[src/rtl/float_struct.sv]
// Shared float payload type for the FPU pipeline slice.
// float_point_num is the single-precision bit layout; FLOAT_ZERO is the reset value.
package float_struct;

    localparam int unsigned EXP_W  = 8;
    localparam int unsigned MANT_W = 23;

    typedef struct packed {
        logic              sign;
        logic [EXP_W-1:0]  exp;
        logic [MANT_W-1:0] mant;
    } float_point_num;

    localparam float_point_num FLOAT_ZERO = '{sign: 1'b0, exp: '0, mant: '0};

endpackage

[src/rtl/float_pipe_stage.sv]
// One elastic register slot: a valid bit plus LANES payload words.
// Reset beats flush, and flush beats a load.
module float_pipe_stage
    import float_struct::*;
#(
    parameter int unsigned LANES = 1
) (
    input  logic           clk,
    input  logic           rst,
    input  logic           en,
    input  logic           flush,
    input  logic           load_valid,
    input  float_point_num load_data [LANES],
    input  logic           next_rdy,
    output logic           rdy,
    output logic           valid,
    output float_point_num data [LANES]
);

    // An empty slot always accepts, which is what collapses bubbles.
    assign rdy = next_rdy | ~valid;

    always_ff @(posedge clk) begin
        if (!rst) begin
            valid <= 1'b0;
            for (int l = 0; l < int'(LANES); l++) begin
                data[l] <= FLOAT_ZERO;
            end
        end else if (flush) begin
            valid <= 1'b0;
        end else if (en && rdy) begin
            valid <= load_valid;
            data  <= load_data;
        end
    end

endmodule

[src/rtl/float_pipe_elastic.sv]
// Elastic STAGES-deep, LANES-wide float pipeline with valid/ready backpressure and flush.
// Define FLOAT_PIPE_OCC_EN to add the registered occupancy output.
module float_pipe_elastic
    import float_struct::*;
#(
    parameter int unsigned STAGES = 6,
    parameter int unsigned LANES  = 1
) (
    input  logic                        clk,
    input  logic                        rst,
    input  logic                        en,
    input  logic                        flush,
    input  logic                        in_valid,
    output logic                        in_ready,
    input  float_point_num              in_data  [LANES],
    output logic                        out_valid,
    input  logic                        out_ready,
    output float_point_num              out_data [LANES],
    output logic [STAGES-1:0]           tap_valid,
    output float_point_num              tap_data [STAGES][LANES]
`ifdef FLOAT_PIPE_OCC_EN
    ,
    output logic [$clog2(STAGES+1)-1:0] occupancy
`endif
);

    logic [STAGES-1:0] valid_q;
    logic [STAGES-1:0] rdy;
    float_point_num    data_q [STAGES][LANES];

    // Each stage pulls from its upstream neighbour; ready ripples back from the tail.
    for (genvar i = 0; i < STAGES; i++) begin : g_stage
        logic           src_valid;
        float_point_num src_data [LANES];
        logic           next_rdy;

        if (i == 0) begin : g_head
            assign src_valid = in_valid;
            assign src_data  = in_data;
        end else begin : g_body
            assign src_valid = valid_q[i-1];
            assign src_data  = data_q[i-1];
        end

        if (i == STAGES - 1) begin : g_tail
            assign next_rdy = out_ready;
        end else begin : g_link
            assign next_rdy = rdy[i+1];
        end

        float_pipe_stage #(
            .LANES(LANES)
        ) u_stage (
            .clk       (clk),
            .rst       (rst),
            .en        (en),
            .flush     (flush),
            .load_valid(src_valid),
            .load_data (src_data),
            .next_rdy  (next_rdy),
            .rdy       (rdy[i]),
            .valid     (valid_q[i]),
            .data      (data_q[i])
        );
    end

    assign in_ready  = rst & en & ~flush & rdy[0];
    assign out_valid = rst & en & valid_q[STAGES-1];
    assign out_data  = data_q[STAGES-1];
    assign tap_valid = valid_q;
    assign tap_data  = data_q;

`ifdef FLOAT_PIPE_OCC_EN
    localparam int unsigned OCC_W = $clog2(STAGES + 1);

    logic [OCC_W-1:0] occ_q;
    logic             in_xfer;
    logic             out_xfer;

    assign in_xfer  = in_valid & in_ready;
    assign out_xfer = out_valid & out_ready;

    // Tracks popcount(valid_q) without an adder tree.
    always_ff @(posedge clk) begin
        if (!rst) begin
            occ_q <= '0;
        end else if (flush) begin
            occ_q <= '0;
        end else if (in_xfer && !out_xfer) begin
            occ_q <= occ_q + OCC_W'(1);
        end else if (!in_xfer && out_xfer) begin
            occ_q <= occ_q - OCC_W'(1);
        end
    end

    assign occupancy = occ_q;
`endif

endmodule

[config.mk]
export PLATFORM = sky130hd
export DESIGN_NAME = float_pipe_elastic
export DESIGN_NICKNAME = d
export VERILOG_FILES = /design/src/rtl/float_struct.sv /design/src/rtl/float_pipe_stage.sv /design/src/rtl/float_pipe_elastic.sv
export SDC_FILE = /design/constraint.sdc
export NUM_CORES = 1
export LEC_CHECK = 0
export BUFFER_PORTS_ARGS = -buffer_cell sky130_fd_sc_hd__buf_2
export CAP_MARGIN = 20
export CORE_UTILIZATION = 56
export CTS_BUF_LIST = sky130_fd_sc_hd__clkbuf_4
export DETAILED_ROUTE_END_ITERATION = 7
export PLACE_DENSITY_LB_ADDON = 0.1
export SLEW_MARGIN = 20
export SYNTH_ARGS = -nofsm -noshare
export SYNTH_HDL_FRONTEND = slang
export SYNTH_SLANG_ARGS = --single-unit
[constraint.sdc]
create_clock -name clk -period 3 [get_ports clk]
set_input_delay 0.3 -clock clk [delete_from_list [all_inputs] [get_ports clk]]
set_output_delay 0.3 -clock clk [all_outputs]
set_load 0.01 [all_outputs]
== After elaboration in Yosys (flattened, before gate mapping) ==
Cells that the tools add are included.
Widths: inputs -> output; s select.
Operators by class
  reductions and logical operators: 13
  bitwise gates (word level): 18
Operators with widths (number)
  $reduce_and 2->1: 6
  $not 1->1: 8
  $logic_and 1x1->1: 6
  $or 1x1->1: 6
  $and 1x1->1: 4
  $reduce_or 2->1: 1
Word-level totals
  bits in registers: 198
  logic and storage cells: 55
  output and inout bits: 232
  bits of input ports: 38

== Depth between registers and ports, before layout ==
  depth after elaboration: 9
  mapped depth: 6
  gate-level depth less buffers: 3

== Hierarchy ==
From an unflattened synthesis, not the netlist that was laid out.
Second synthesis, totals
  cells, all modules: 909
  area, all modules: 8461.9 µm²
By module, submodules not included
  float_pipe_stage: times used 6, seq. area each 660.6 µm², cells each 145, area an instance 1361.3 µm²
  float_pipe_elastic: times used 1, seq. area each 0.0 µm², cells each 39, area an instance 294.0 µm²

== Least setup slack after synthesis ==
Ideal clock, no wire load.
  kind: register to output
  start point: register g_stage[5].u_stage.valid
  end point: output in_ready
  buffers on the path: 3
  cell stages (with the launch flop): 7
  data required time: 2.700 ns
  data arrival time: 1.362 ns
  setup slack: 1.338 ns
  cells stage by stage: dfxtp_1 nand3b_1 buf_6 o31a_1 buf_6 buf_6 and2_1
On the way
  word-level cells in the longest chain between the ends: 8
Ends and longest elaborated chain
  start, declared: line float_pipe_stage.sv:16  | output logic valid,
  start signal, assigned: line float_pipe_stage.sv:32  | valid <= load_valid;
  $not 1->1: line float_pipe_stage.sv:21  | assign rdy = next_rdy | ~valid;
  $or 1x1->1 (6 in a row): line float_pipe_stage.sv:21
  $and 1x1->1: line float_pipe_elastic.sv:67  | assign in_ready = rst & en & ~flush & rdy[0];
  end, declared: line float_pipe_elastic.sv:14  | output logic in_ready,
No other way between the ends.

== Final worst setup path ==
Ends and elaborated chain as after synthesis.

==> run metrics <==
DRC 0; Post-synth EDFFs 0; Avg Inst Size Synth 9.530 µm²; # H-tree levels 4; Final Hold Vio Count 0; Ports 270; skew final 0.02037 ns; setup bufs post-CTS 0; most frequent cell after synthesis dfxtp_1; # port buffers 269; TritonCTS sink count 198; via-per-instance ratio 5.217; total gr overflow 0; worst endpoint required time 2.70 ns; Num CTS Buffers 17; sequential standard cell area 3964 µm²; Slew Limit Fails 0; Skew-Pair Late Insertion Delay 0.57 ns; post-CTS sizing 0; ys async rst share 0%; area of the multi-input gates 3234 µm²; layout cells sized above 1 29.94%; CP Class reg -> out; final worst setup slack 0.2656 ns; Worst-Margin Slew 0.9604 ns; Fmax achieved 0.3657 GHz; final instance area 9479 µm²; Synthesized Nets 858; period utilization 91.15%; root buffer cell clkbuf_4; core footprint 13400 µm²; clock slew at reported path FFs 0.14 ns; Die W 120.1 µm; non-filler instance count after layout 1239; post-synth top area cell dfxtp_1; Clock Tree Buf Depth 2; Row Count 42; first-pass GRT wire length 29.59 mm; Layout area overhead 21.29%; Post-Syn Area 7815 µm²; Setup Viol. Count Final 0; Reg2Reg Depth 4; worst hold path depth 3; full die area 14430 µm²; top cells by area, synth dfxtp_1 (51%), mux2i_1 (16%), nand2_1 (7.9%); vias 6464; Max Fanout on Critical Path 14; placed cells 1173; Critical Path AT 2.43 ns; Final min period 2.734 ns; CTS tree yes; wire per inst 15.48 µm; placed cell area 8880 µm²; routability cong. 0.8060; Synth cell types 29; vias in the first global route 5565; nets 1087; initial core utilization 58.32%; Synth top cells by count dfxtp_1 (198), nand2_1 (165), mux2i_1 (128); CTS Hold Buffers Added 33; CP endpoint kind output pin; RSZ-0062 raised after global routing false; dpl ws 0.8172 ns; Max Cap Viol 0; #FFs+latches synth 198; post-route ant nets 0; initial detailed-routing violation count 442; total negative slack 0 ns; total power 4.358 mW; Slew headroom 35.98%; CP Launch Type flop; prevailing post-synth register cell dfxtp_1; final core utilization 70.74%; worst vdd ir 365.3 µV; largest net degree at the start of global routing 90; final WL 19.18 mm; die height 120.1 µm; hpwl dp 13.20 mm; FILL cells 1105; DR pass1 iterations 5; Leak 4.635 nW; initial antenna violation count 1; Hold WS 0.08127 ns; Mapped Cells 820; Synth top area share 50.72%; pwr dens 459.8 nW/µm²; YS warnings 0; worst hold path class in -> reg; outcome completed; Seq/Total Area, Yosys 50.72%; Overall Global Routing Usage 26.20%
==> report_power, final <==
group / internal, mW / switching (mW) / leakage [nW]
registers: 2.66 / 0.0169 / 1.60
clock network: 0.479 / 0.865 / 0.126
logic: 0.145 / 0.189 / 2.91
==> state kept, by name (all words and copies together) (netlist names) <==
| signal | count |
|---|---|
| g_stage.u_stage.data | 192 |
| g_stage.u_stage.valid | 6 |
==> per-layer routing <==
| metal | share of wire (%) | GRT usage [%] |
|---|---|---|
| met2 | 45 | 39.51 |
| met5 | 0 | 0 |
| met1 | 46 | 35.84 |
| met4 | 1.7 | 9.063 |
| met3 | 7.7 | 7.319 |
==> cell type report <==
cell class,instances,area share [%]
tap,176,2.323
inverter,1,0.03960
antenna,1,0.02640
timing repair buffer,316,18.86
clock buffer,17,1.346
sequential,198,41.82
multi-input combinational,515,34.12
clock inverter,15,1.465
==> logic make-up (layout without fill, tap and decap cells) <==
logic type,count (synthesis),in the layout,share of synthesized area (%)
compound gates,143,143,11.54
buf+inv,107,349,8.197
flops,198,198,50.72
mux,128,128,16.39
other cells,0,1,0
simple gates,244,244,13.14
==> worst max-delay path: stages, from the launching register on <==
cell and delay (ns):
dfxtp_1 0.44, nand3b_1 0.51, o31a_2 0.59, and2_1 0.19, buf_2 0.14
==> cells in the final DEF (no fill, tap or decap), types with 2 or more instances in the layout <==
master	count
buf_2	268
dfxtp_1	198
nand2_1	165
mux2i_1	128
o21ai_0	66
nand3_1	65
a21boi_0	50
dlygate4sd3_1	33
clkbuf_4	17
a21boi_1	14
buf_4	14
clkinvlp_4	6
a21oi_1	5
clkinv_1	4
nor2_1	3
nand2b_1	2
o21ai_4	2
nor3_1	2
clkinv_2	2
bufinv_16	2
==> path summary, 6_finish.rpt <==
check	start	to	slack (ns)
max reg2reg	g_stage[5].u_stage.valid	g_stage[0].u_stage.data[6]	0.85
min	en	g_stage[3].u_stage.valid	0.08
min reg2reg	g_stage[3].u_stage.data[1]	g_stage[3].u_stage.data[1]	0.49
max	g_stage[5].u_stage.valid	in_ready	0.27
(Power assumes the default switching activity.)
